[src/rtl/ex_cnt_mod_pkg.sv]
// Shared encodings for the ex_cnt_mod modulo counter.
package ex_cnt_mod_pkg;

   typedef enum logic [1:0] {
      ST_IDLE = 2'd0,
      ST_RUN  = 2'd1,
      ST_DONE = 2'd2
   } cnt_state_t;

   localparam logic MODE_WRAP    = 1'b0;
   localparam logic MODE_ONESHOT = 1'b1;
   localparam logic DIR_UP       = 1'b1;

endpackage : ex_cnt_mod_pkg

[src/rtl/ex_cnt_mod_nxt.sv]
// Next-value logic for ex_cnt_mod: step, wrap, terminal detect and start origin.
module ex_cnt_mod_nxt
   import ex_cnt_mod_pkg::*;
#(
   parameter int WIDTH   = 10,
   parameter int CNT_MAX = 999
) (
   input  logic [WIDTH-1:0] cnt,
   input  logic             dir,
   output logic [WIDTH-1:0] nxt,
   output logic [WIDTH-1:0] origin,
   output logic             at_terminal,
   output logic             nxt_at_terminal
);

   localparam logic [WIDTH-1:0] MAX_W = WIDTH'(CNT_MAX);

   logic [WIDTH-1:0] term;

   // Terminal and origin follow the direction currently requested.
   always_comb begin
      term   = (dir == DIR_UP) ? MAX_W : '0;
      origin = (dir == DIR_UP) ? '0 : MAX_W;
   end

   // One step in the requested direction; wraps are explicit. The up-count
   // guard uses >= so an out-of-range value can never run through overflow.
   always_comb begin
      nxt         = cnt;
      at_terminal = (cnt == term);
      if (dir == DIR_UP) begin
         if (cnt >= MAX_W) nxt = '0;
         else              nxt = cnt + 1'b1;
      end else begin
         if (cnt == '0)    nxt = MAX_W;
         else              nxt = cnt - 1'b1;
      end
      nxt_at_terminal = (nxt == term);
   end

endmodule : ex_cnt_mod_nxt

[src/rtl/ex_cnt_mod.sv]
// Parametrised modulo counter with enable, clear, load, up/down, wrap or
// one-shot run control and a registered terminal-count pulse.
//
//  state   | meaning
//  --------+------------------------------------------------
//  ST_IDLE | stopped after reset or clear, cnt holds
//  ST_RUN  | counting one step per enabled sclk
//  ST_DONE | one-shot reached terminal, cnt holds until start
module ex_cnt_mod
   import ex_cnt_mod_pkg::*;
#(
   parameter int WIDTH   = 10,
   parameter int CNT_MAX = 999
) (
   input  logic             sclk,
   input  logic             rst_n,
   input  logic             en,
   input  logic             clr,
   input  logic             start,
   input  logic             load,
   input  logic [WIDTH-1:0] load_val,
   input  logic             dir,
   input  logic             mode,
   output logic [WIDTH-1:0] cnt,
   output logic             tc,
   output logic             busy,
   output logic             done
);

   if (WIDTH < 1 || WIDTH > 31) begin : g_bad_width
      $error("ex_cnt_mod: WIDTH must be in 1..31");
   end
   if (CNT_MAX < 1 || CNT_MAX > (2**WIDTH) - 1) begin : g_bad_max
      $error("ex_cnt_mod: CNT_MAX must be in 1..2**WIDTH-1");
   end

   localparam logic [WIDTH-1:0] MAX_W = WIDTH'(CNT_MAX);

   cnt_state_t       state;
   logic [WIDTH-1:0] nxt;
   logic [WIDTH-1:0] origin;
   logic [WIDTH-1:0] load_clamped;
   logic             at_terminal;
   logic             nxt_at_terminal;
   logic             start_ok;

   ex_cnt_mod_nxt #(
      .WIDTH   (WIDTH),
      .CNT_MAX (CNT_MAX)
   ) u_nxt (
      .cnt             (cnt),
      .dir             (dir),
      .nxt             (nxt),
      .origin          (origin),
      .at_terminal     (at_terminal),
      .nxt_at_terminal (nxt_at_terminal)
   );

   // Loads saturate at CNT_MAX; start is only honoured outside RUN.
   always_comb begin
      load_clamped = (load_val > MAX_W) ? MAX_W : load_val;
      start_ok     = start && (state != ST_RUN);
   end

   // Run FSM, priority mux (clr > load > start > step) and output registers.
   always_ff @(posedge sclk) begin
      if (!rst_n) begin
         state <= ST_IDLE;
         cnt   <= '0;
         tc    <= 1'b0;
         busy  <= 1'b0;
         done  <= 1'b0;
      end else if (clr) begin
         state <= ST_IDLE;
         cnt   <= '0;
         tc    <= 1'b0;
         busy  <= 1'b0;
         done  <= 1'b0;
      end else if (load) begin
         cnt <= load_clamped;
         tc  <= 1'b0;
         if (start_ok) begin
            state <= ST_RUN;
            busy  <= 1'b1;
            done  <= 1'b0;
         end
      end else if (start_ok) begin
         state <= ST_RUN;
         cnt   <= origin;
         tc    <= 1'b0;
         busy  <= 1'b1;
         done  <= 1'b0;
      end else if (state == ST_RUN && en) begin
         if (at_terminal && mode == MODE_ONESHOT) begin
            // Sitting on terminal without having stepped there (load or dir
            // flip): finish the one-shot without a further step or pulse.
            state <= ST_DONE;
            tc    <= 1'b0;
            busy  <= 1'b0;
            done  <= 1'b1;
         end else begin
            cnt <= nxt;
            tc  <= nxt_at_terminal;
            if (nxt_at_terminal && mode == MODE_ONESHOT) begin
               state <= ST_DONE;
               busy  <= 1'b0;
               done  <= 1'b1;
            end
         end
      end else begin
         tc <= 1'b0;
      end
   end

endmodule : ex_cnt_mod

[config.mk]
export PLATFORM = sky130hd
export DESIGN_NAME = ex_cnt_mod
export DESIGN_NICKNAME = d
export VERILOG_FILES = /design/src/rtl/ex_cnt_mod_pkg.sv /design/src/rtl/ex_cnt_mod_nxt.sv /design/src/rtl/ex_cnt_mod.sv
export SDC_FILE = /design/constraint.sdc
export NUM_CORES = 1
export LEC_CHECK = 0
export ABC_CLOCK_PERIOD_IN_PS = 3170
export BUFFER_PORTS_ARGS = -buffer_cell sky130_fd_sc_hd__buf_4
export CAP_MARGIN = 10
export CORE_ASPECT_RATIO = 1.75
export CORE_UTILIZATION = 55
export CTS_CLUSTER_SIZE = 25
export DETAILED_ROUTE_END_ITERATION = 8
export PLACE_DENSITY = 0.89
export SLEW_MARGIN = 15
export SYNTH_ARGS = -nofsm -noshare
export SYNTH_HDL_FRONTEND = slang
export SYNTH_SLANG_ARGS = --single-unit
[constraint.sdc]
create_clock -name sclk -period 3.17 [get_ports sclk]
set_input_delay 0.634 -clock sclk [delete_from_list [all_inputs] [get_ports sclk]]
set_output_delay 0.634 -clock sclk [all_outputs]
set_load 0.03 [all_outputs]
## Word-level counts from Yosys, hierarchy flattened

Cells that the tools add are included.

- Flip-flop bits (word level): 15
- Output and inout bits: 13

- Bitwise gates (word level): 2
- Reduce and logical (&&, ||, !) cells: 12
- Equal/unequal tests: 6
- Add/sub/neg operators: 2
- Mux-type cells: 28
- Order comparisons: 2

Operator list:

| operator | count |
|---|---|
| 10-bit two-way mux | 10 |
| 10-bit equality test | 2 |
| 1-bit two-way mux | 12 |
| 2-bit two-way mux | 6 |
| 10-bit by 1-bit adder with 10-bit output (second input constant) | 1 |
| 10-bit greater-or-equal comparator (second input constant) | 1 |
| 10-bit greater-than comparator (second input constant) | 1 |
| 10-bit logical NOT | 1 |
| 10-bit by 1-bit subtractor with 10-bit output (second input constant) | 1 |
| 3-bit nonzero test | 2 |
| 6-bit OR reduction | 1 |
| 1-bit logical AND | 4 |
| 2-bit by 1-bit inequality test with 1-bit output (second input constant) | 2 |
| 3-bit inequality test (second input constant) | 1 |
| 3-bit AND reduction | 1 |
| 2-bit by 1-bit equality test with 1-bit output (second input constant) | 1 |
| 1-bit inverter | 2 |
| 2-bit AND reduction | 1 |
| 2-bit nonzero test | 1 |
| 2-bit OR reduction | 1 |

## Logic depth before layout (Yosys ltp)

Gate-level depths: netlist of run 1.

- Word-level depth: 10
- Depth in mapped cells: 9
- Depth with buffers taken out: 8

## By module

Synthesis of run 1 repeated with hierarchy kept, for this count alone.

- Cells, all modules: 216
- Area, all modules: 1605.3 µm²

Modules (own cells, without submodules):

| module | cells each | times used | area each (µm²) | sequential area each (µm²) |
|---|---|---|---|---|
| ex_cnt_mod_nxt | 124 | 1 | 832.0 | 0.0 |
| ex_cnt_mod | 92 | 1 | 773.2 | 280.3 |

## Least setup slack after synthesis of run 1

No wires, ideal clock.

- Kind: reg2reg
- Start point: reg cnt[0]
- End point: reg tc
- Path slack: 731 ps
- Buffers on the path: 1
- Library setup time: 87 ps
- Stages on the path, launching flop included: 10
- Data arrival time: 2352 ps
- Path through: dfxtp_1 > clkbuf_1 > inv_1 > ha_1 > xor2_1 > or4_1 > o21ai_0 > o221ai_1 > nor4_2 > nor4b_2

- Cells in the longest elaborated chain, start to end: 4
- Elaborated cells on any way between the ends: 11
- Classes of those cells: add/sub (2); order compare (1); eq/ne (2); mux (3); reduce/logical (3)

Ends and longest elaborated chain:

| what | RTL line | source |
|---|---|---|
| start, declared | ex_cnt_mod.sv:24 | `output logic [WIDTH-1:0] cnt,` |
| start signal, assigned | ex_cnt_mod.sv:80 | `cnt <= load_clamped;` |
| start signal, assigned | ex_cnt_mod.sv:89 | `cnt <= origin;` |
| start signal, assigned | ex_cnt_mod.sv:102 | `cnt <= nxt;` |
| 10-bit by 1-bit subtractor with 10-bit output, or another cell as far along | ex_cnt_mod_nxt.sv:36 | `else nxt = cnt - 1'b1;` |
| 10-bit two-way mux (on tied branches) | ex_cnt_mod_nxt.sv:35, ex_cnt_mod_nxt.sv:32 |  |
| 10-bit two-way mux | ex_cnt_mod_nxt.sv:31 | `if (dir == DIR_UP) begin` |
| 10-bit equality test | ex_cnt_mod_nxt.sv:38 | `nxt_at_terminal = (nxt == term);` |
| end signal, assigned | ex_cnt_mod.sv:103 | `tc <= nxt_at_terminal;` |
| end, declared | ex_cnt_mod.sv:25 | `output logic tc,` |

Parallel ways exist; a longest one is shown, timed or not.
A chain may end at the register's enable or synchronous reset.

## Final worst setup path of run 1

Same ends and word-level chain as after synthesis.

==> impl_metrics.json, run 1 <==
{
  "power_density_nw_per_um2": 364,
  "yosysSeqAreaShare_pct": 19.2,
  "core-area_um2": 2490,
  "cts.sinks": 14,
  "syn-num-nets": 225,
  "hold_ws_ps": 531,
  "cts_tree": "built",
  "dp_hpwl_um": 3550,
  "fillers": 220,
  "synth_fa_ha_area_share_pct": 1.72,
  "rsz0062_at_grt": "no",
  "setup_viol_count_final": 0,
  "drt-total-wl_um": 4700,
  "finalClockSkew_ps": 3.45,
  "clock.fmax_mhz": 366,
  "cp_max_fo": 14,
  "dieWidth_um": 40.9,
  "cts_hold_buf": 0,
  "ys_types": 58,
  "avgViaCountPerCell": 7.14,
  "synth_ff_type": "dfxtp_1",
  "clk_pin_slew_ps": 60,
  "grt_usage_pct": 35.7,
  "num_antenna_cells": 0,
  "tns_ps": 0,
  "clk_path_buf_depth": 2,
  "initialDrtViolationCount": 124,
  "ff2ff_path_depth": 7,
  "worstMarginPinSlew_ps": 778,
  "regToRegStartpoint": "cnt[0]$_SDFFE_PP0P_",
  "synth_compound_area_share_pct": 32.2,
  "r2r_slack_ps": 440,
  "ys_top_cells_by_area": "dfxtp_1, nor2_1, nand2_1, o21ai_0, xnor2_1",
  "yosys.area.top_type": "dfxtp_1",
  "rows": 24,
  "die_y_um": 70.1,
  "route.detailed.drc": 0,
  "arrival_ps": 2890,
  "routabilityCongestion": 0.968,
  "grt_pass1_vias": 1564,
  "num-nets-final": 247,
  "start_util_pct": 58.5,
  "worstSkewPairLatency_ps": 250,
  "combPwrFrac_pct": 38.2,
  "slew_headroom_pct": 47.8,
  "path_cells": "ha_1 > xnor2_1 > or4b_2 > o21ai_0 > o221ai_1 > nor4_2 > nor4b_2",
  "ant_nets": 0,
  "drive_gt1_share_pct": 21.7,
  "synth_area_um2": 1460,
  "yosysMostFrequentCell": "nor2_1",
  "status": "completed",
  "register_area_um2": 280,
  "pwr-share-seq_pct": 33.1,
  "drv_cap": 0,
  "synth-xor-area-share_pct": 5.40,
  "critPathMaxStageDelay_ps": 600,
  "async_flop_share_pct": 0,
  "endpoint_kind": "register",
  "vias": 1800,
  "numCtsBuffers": 3,
  "io_buffer_count": 30,
  "switchingPower_uw": 235,
  "muxShareOfSynthArea_pct": 1.37,
  "intPower_uw": 390,
  "io-pin-count": 31,
  "syn_to_final_growth_pct": 17.6,
  "critPathLaunch": "cnt[0]$_SDFFE_PP0P_",
  "synth_edf_count": 0,
  "vdd_drop_max_uv": 343,
  "yosysTopAreaCellShare_pct": 19.2,
  "postSynthAreaPerCell_um2": 7.12,
  "post_cts.repair.setup_buffers": 0,
  "worstSetupEndpoint": "tc$_SDFF_PP0_",
  "ys_ff_latch": 14,
  "worstSetupPathType": "reg -> reg",
  "cp_slowest_cell": "or4b_2",
  "ctsResizeCount": 0,
  "multi_input_area_um2": 1050,
  "drv_slew": 0,
  "hold_class": "reg -> reg",
  "grt_pass1_wl_um": 7210,
  "fin_crit_sh_pct": 86.2,
  "synthCells": 205,
  "r2r-end": "tc$_SDFF_PP0_",
  "antenna_found_initial": 0,
  "yosys.area_share.simple_pct": 31.6,
  "die_area_um2": 2870,
  "wl_per_cell_um": 18.7,
  "hold_viol": 0,
  "grt_max_degree": 20,
  "synth_commonest_cells": "nor2_1, nand2_1, dfxtp_1, o21ai_0, inv_1",
  "period_minus_slack_ps": 2730,
  "synth_top_family_by_area": "compound AO/OA/AOI/OAI gates",
  "p_leak_uw": 0.000671,
  "cp_data_required_time_ps": 3330,
  "yosys_warnings": 0,
  "root_buffer": "clkbuf_8",
  "overflow": 0,
  "p_sw_share_pct": 37.6,
  "firstDrtPassIters": 5,
  "cp-start-kind": "register",
  "clkPwrFrac_pct": 28.7,
  "cts_htree_levels": 1
}
==> power groups by stage <==
| stage | clock network, µW | registers [µW] | logic, µW |
|---|---|---|---|
| after floorplan | 0 | 214 | 157 |
| after global placement | 0 | 209 | 230 |
| after detailed placement | 0 | 210 | 231 |
| after CTS | 180 | 206 | 233 |
| after global routing | 189 | 208 | 253 |
| final | 179 | 207 | 239 |
==> layer usage <==
layer / track usage, % / routed length, µm / up-vias
met2: 55.4 / 2410 / 135
met5: 0 / 0 / -
met1: 45.3 / 1720 / 820
met4: 19.3 / 256 / 0
li1: - / - / 817
met3: 3.17 / 313 / 28
==> critical path, delay by kind of cell (launching register included) <==
family / cells / cell delay, ps
flip-flops: 1 / 580
adder cells (fa/ha/maj): 1 / 400
XOR/XNOR: 1 / 90
AND/OR/NAND/NOR: 3 / 1230
AO/OA/AOI/OAI: 2 / 330
==> placed cells by master, fill, tap and decap left out, drive strengths merged, types with 4 or more instances in the layout <==
cell    count
buf        34
nor2       21
nand2      19
o21ai      15
dfxtp      14
inv        10
a21oi       9
nand3       8
nor3        7
xnor2       7
a31oi       6
nor4        5
nand2b      4
nand4       4
o211ai      4
clkbuf      4
or4         4
==> sequential cells by signal (all words and copies together), names as in the netlist <==
signal	flops
cnt	10
state	1
tc	1
done	1
busy	1
==> final cells by class <==
type                            count  area share (%)
Clock buffer                        4            3.21
Multi-Input combinational cell    164            61.5
Inverter                           10            2.19
Timing Repair Buffer               34            14.9
Sequential cell                    14            16.3
Tap cell                           26            1.90
==> how the worst min path moves through the flow <==
stage | to | start | cells after the start | slack (ps)
2_1_floorplan | state[0]$_SDFFE_PP0P_ | state[0]$_SDFFE_PP0P_ | 2 | 510
5_1_grt | busy$_SDFFE_PP0P_ | busy$_SDFFE_PP0P_ | 2 | 560
3_5_place_dp | busy$_SDFFE_PP0P_ | busy$_SDFFE_PP0P_ | 2 | 520
4_1_cts | busy$_SDFFE_PP0P_ | busy$_SDFFE_PP0P_ | 2 | 530
6_report | busy$_SDFFE_PP0P_ | busy$_SDFFE_PP0P_ | 2 | 530
3_3_place_gp | busy$_SDFFE_PP0P_ | busy$_SDFFE_PP0P_ | 2 | 520
==> cell families (layout without fill, tap and decap cells) <==
group / Yosys count / after routing
buffers and inverters: 27 / 48
and+or+nand+nor: 86 / 86
DFF: 14 / 14
adders and majority gates: 2 / 2
xor gates and xnor gates: 9 / 9
AOI/OAI and AO/OA: 65 / 65
muxes: 2 / 2
==> metrics by stage <==
| step | power (µW) | std cells | setup slack [ps] | cell area, µm² | util [%] |
|---|---|---|---|---|---|
| final | 625 | 252 | 438 | 1720 | 68.8 |
| after detailed placement | 441 | 248 | 521 | 1660 | 66.6 |
| after global routing | 650 | 252 | 318 | 1720 | 68.8 |
| after CTS | 619 | 252 | 461 | 1720 | 68.8 |
| after floorplan | 371 | 205 | 731 | 1460 | - |
| after global placement | 440 | 248 | 560 | 1660 | 66.6 |
(Power assumes the default switching activity.)
==> run 2: changes to the inputs <==
Settings changed: PLACE_DENSITY 0.89 to 0.86.
==> run 2 against run 1 <==
Net effect:
- core utilization shrank 1.2 points
- clock skew is 1.4 ps lower
- routed wire length increased by 0.77%
- via count fell by 1.1%
- worst hold slack improved by 14 ps
- cell count is 1.2% lower
- critical path type unchanged
- largest cell class unchanged
- largest power group unchanged
==> impl_metrics.json, run 2 (synthesis results as in run 1) <==
{
  "worstSkewPairLatency_ps": 240,
  "worst_slack_ps": 247,
  "io_buffer_count": 30,
  "rows": 24,
  "pre_cts_slack_ps": 318,
  "grt_pass1_wl_um": 7450,
  "hold_viol": 0,
  "routabilityCongestion": 1.02,
  "hold_path_startpoint": "busy$_SDFFE_PP0P_",
  "firstDrtPassIters": 5,
  "numCtsBuffers": 3,
  "cts_htree_levels": 1,
  "largest_reg_flops": 10,
  "dp_hpwl_um": 3630,
  "ant_nets": 0,
  "ctsResizeCount": 0,
  "overflow": 0,
  "io-pin-count": 31,
  "status": "completed",
  "num_antenna_cells": 0,
  "cp_max_fo": 14,
  "hold_class": "reg -> reg",
  "hold_depth": 2,
  "layout_commonest_cell": "buf_4",
  "vias": 1780,
  "grt_usage_pct": 36.4,
  "rsz0062_at_grt": "no",
  "route.detailed.drc": 0,
  "tns_ps": 0,
  "drt-total-wl_um": 4740,
  "drv_slew": 0,
  "vdd_drop_max_uv": 256,
  "clk_path_buf_depth": 2,
  "root_buffer": "clkbuf_8",
  "endpoint_kind": "register",
  "period_minus_slack_ps": 2920,
  "clk_pin_slew_ps": 60,
  "clock.fmax_mhz": 342,
  "arrival_ps": 3070,
  "regToRegStartpoint": "cnt[0]$_SDFFE_PP0P_",
  "hold_path_end": "busy$_SDFFE_PP0P_",
  "ff2ff_path_depth": 7,
  "cp-start-kind": "register",
  "dieWidth_um": 40.9,
  "wl_per_cell_um": 19.0,
  "top_register": "cnt",
  "drive_gt1_share_pct": 20.6,
  "setup_viol_count_final": 0,
  "num-nets-final": 245,
  "p_leak_uw": 0.000653,
  "worstMarginPinSlew_ps": 725,
  "die_y_um": 70.1,
  "r2r-end": "tc$_SDFF_PP0_",
  "finalClockSkew_ps": 2.03,
  "grt_pass1_vias": 1638,
  "slew_headroom_pct": 51.4,
  "final_cell_mix": "buf_4, nor2_1, nand2_1",
  "cts_hold_buf": 0,
  "finalCoreUtilization_pct": 67.7,
  "grt_max_degree": 20,
  "antenna_found_initial": 0,
  "die_area_um2": 2870,
  "power_density_nw_per_um2": 348,
  "post_cts.repair.setup_buffers": 0,
  "cp_data_required_time_ps": 3320,
  "cts_tree": "built",
  "avgViaCountPerCell": 7.15,
  "syn_to_final_growth_pct": 15.6,
  "fin_crit_sh_pct": 92.2,
  "core-area_um2": 2490,
  "r2r_slack_ps": 250,
  "worstSetupPathType": "reg -> reg",
  "drv_cap": 0,
  "initialDrtViolationCount": 138,
  "cts.sinks": 14,
  "start_util_pct": 58.5
}
## run 2: worst max-delay path: stages (launching register included)
cell      delay (ps)
dfxtp_1          650
ha_1             400
xnor2_1          110
or4b_2           610
o21ai_0          220
o221ai_1         170
nor4_2           370
nor4b_2          300
## run 2: worst max-delay path by stage
| stage | cells past startpoint | startpoint | end | slack, ps |
|---|---|---|---|---|
| floorplan | 9 | cnt[0]$_SDFFE_PP0P_ | tc$_SDFF_PP0_ | 730 |
| global placement | 7 | cnt[0]$_SDFFE_PP0P_ | tc$_SDFF_PP0_ | 370 |
| detailed placement | 7 | cnt[0]$_SDFFE_PP0P_ | tc$_SDFF_PP0_ | 320 |
| CTS | 7 | cnt[0]$_SDFFE_PP0P_ | tc$_SDFF_PP0_ | 290 |
| global route | 7 | cnt[0]$_SDFFE_PP0P_ | tc$_SDFF_PP0_ | 120 |
| finish | 7 | cnt[0]$_SDFFE_PP0P_ | tc$_SDFF_PP0_ | 250 |
## run 2: power by group
| group | switching [µW] | internal (µW) | total (µW) |
|---|---|---|---|
| logic | 137 | 91.6 | 229 |
| clock network | 59.9 | 84.0 | 144 |
| registers | 28.2 | 186 | 214 |
| total | 225 | 362 | 587 |
## run 2: cell type report
cell class | instances | area (µm²)
Tap cell | 26 | 32.5
Sequential cell | 14 | 280
Timing Repair Buffer | 32 | 240
Fill cell | 234 | 806
Clock buffer | 3 | 41.3
Multi-Input combinational cell | 164 | 1050
Inverter | 10 | 37.5
## run 2: stage by stage
step / hold slack (ps) / instances / total power [µW] / area (µm²)
6_report: 545 / 249 / 587 / 1690
5_1_grt: 582 / 249 / 615 / 1690
3_5_place_dp: 548 / 246 / 438 / 1650
2_1_floorplan: 513 / 205 / 371 / 1460
4_1_cts: 555 / 249 / 582 / 1690
3_3_place_gp: 528 / 246 / 435 / 1650
## run 2: per-layer routing
metal / global-route usage, % / up-vias / wire length, µm
met5: 0 / - / 0
met4: 24.1 / 0 / 285
met3: 6.03 / 34 / 304
met2: 56.1 / 113 / 2430
met1: 42.4 / 821 / 1710
li1: - / 812 / -
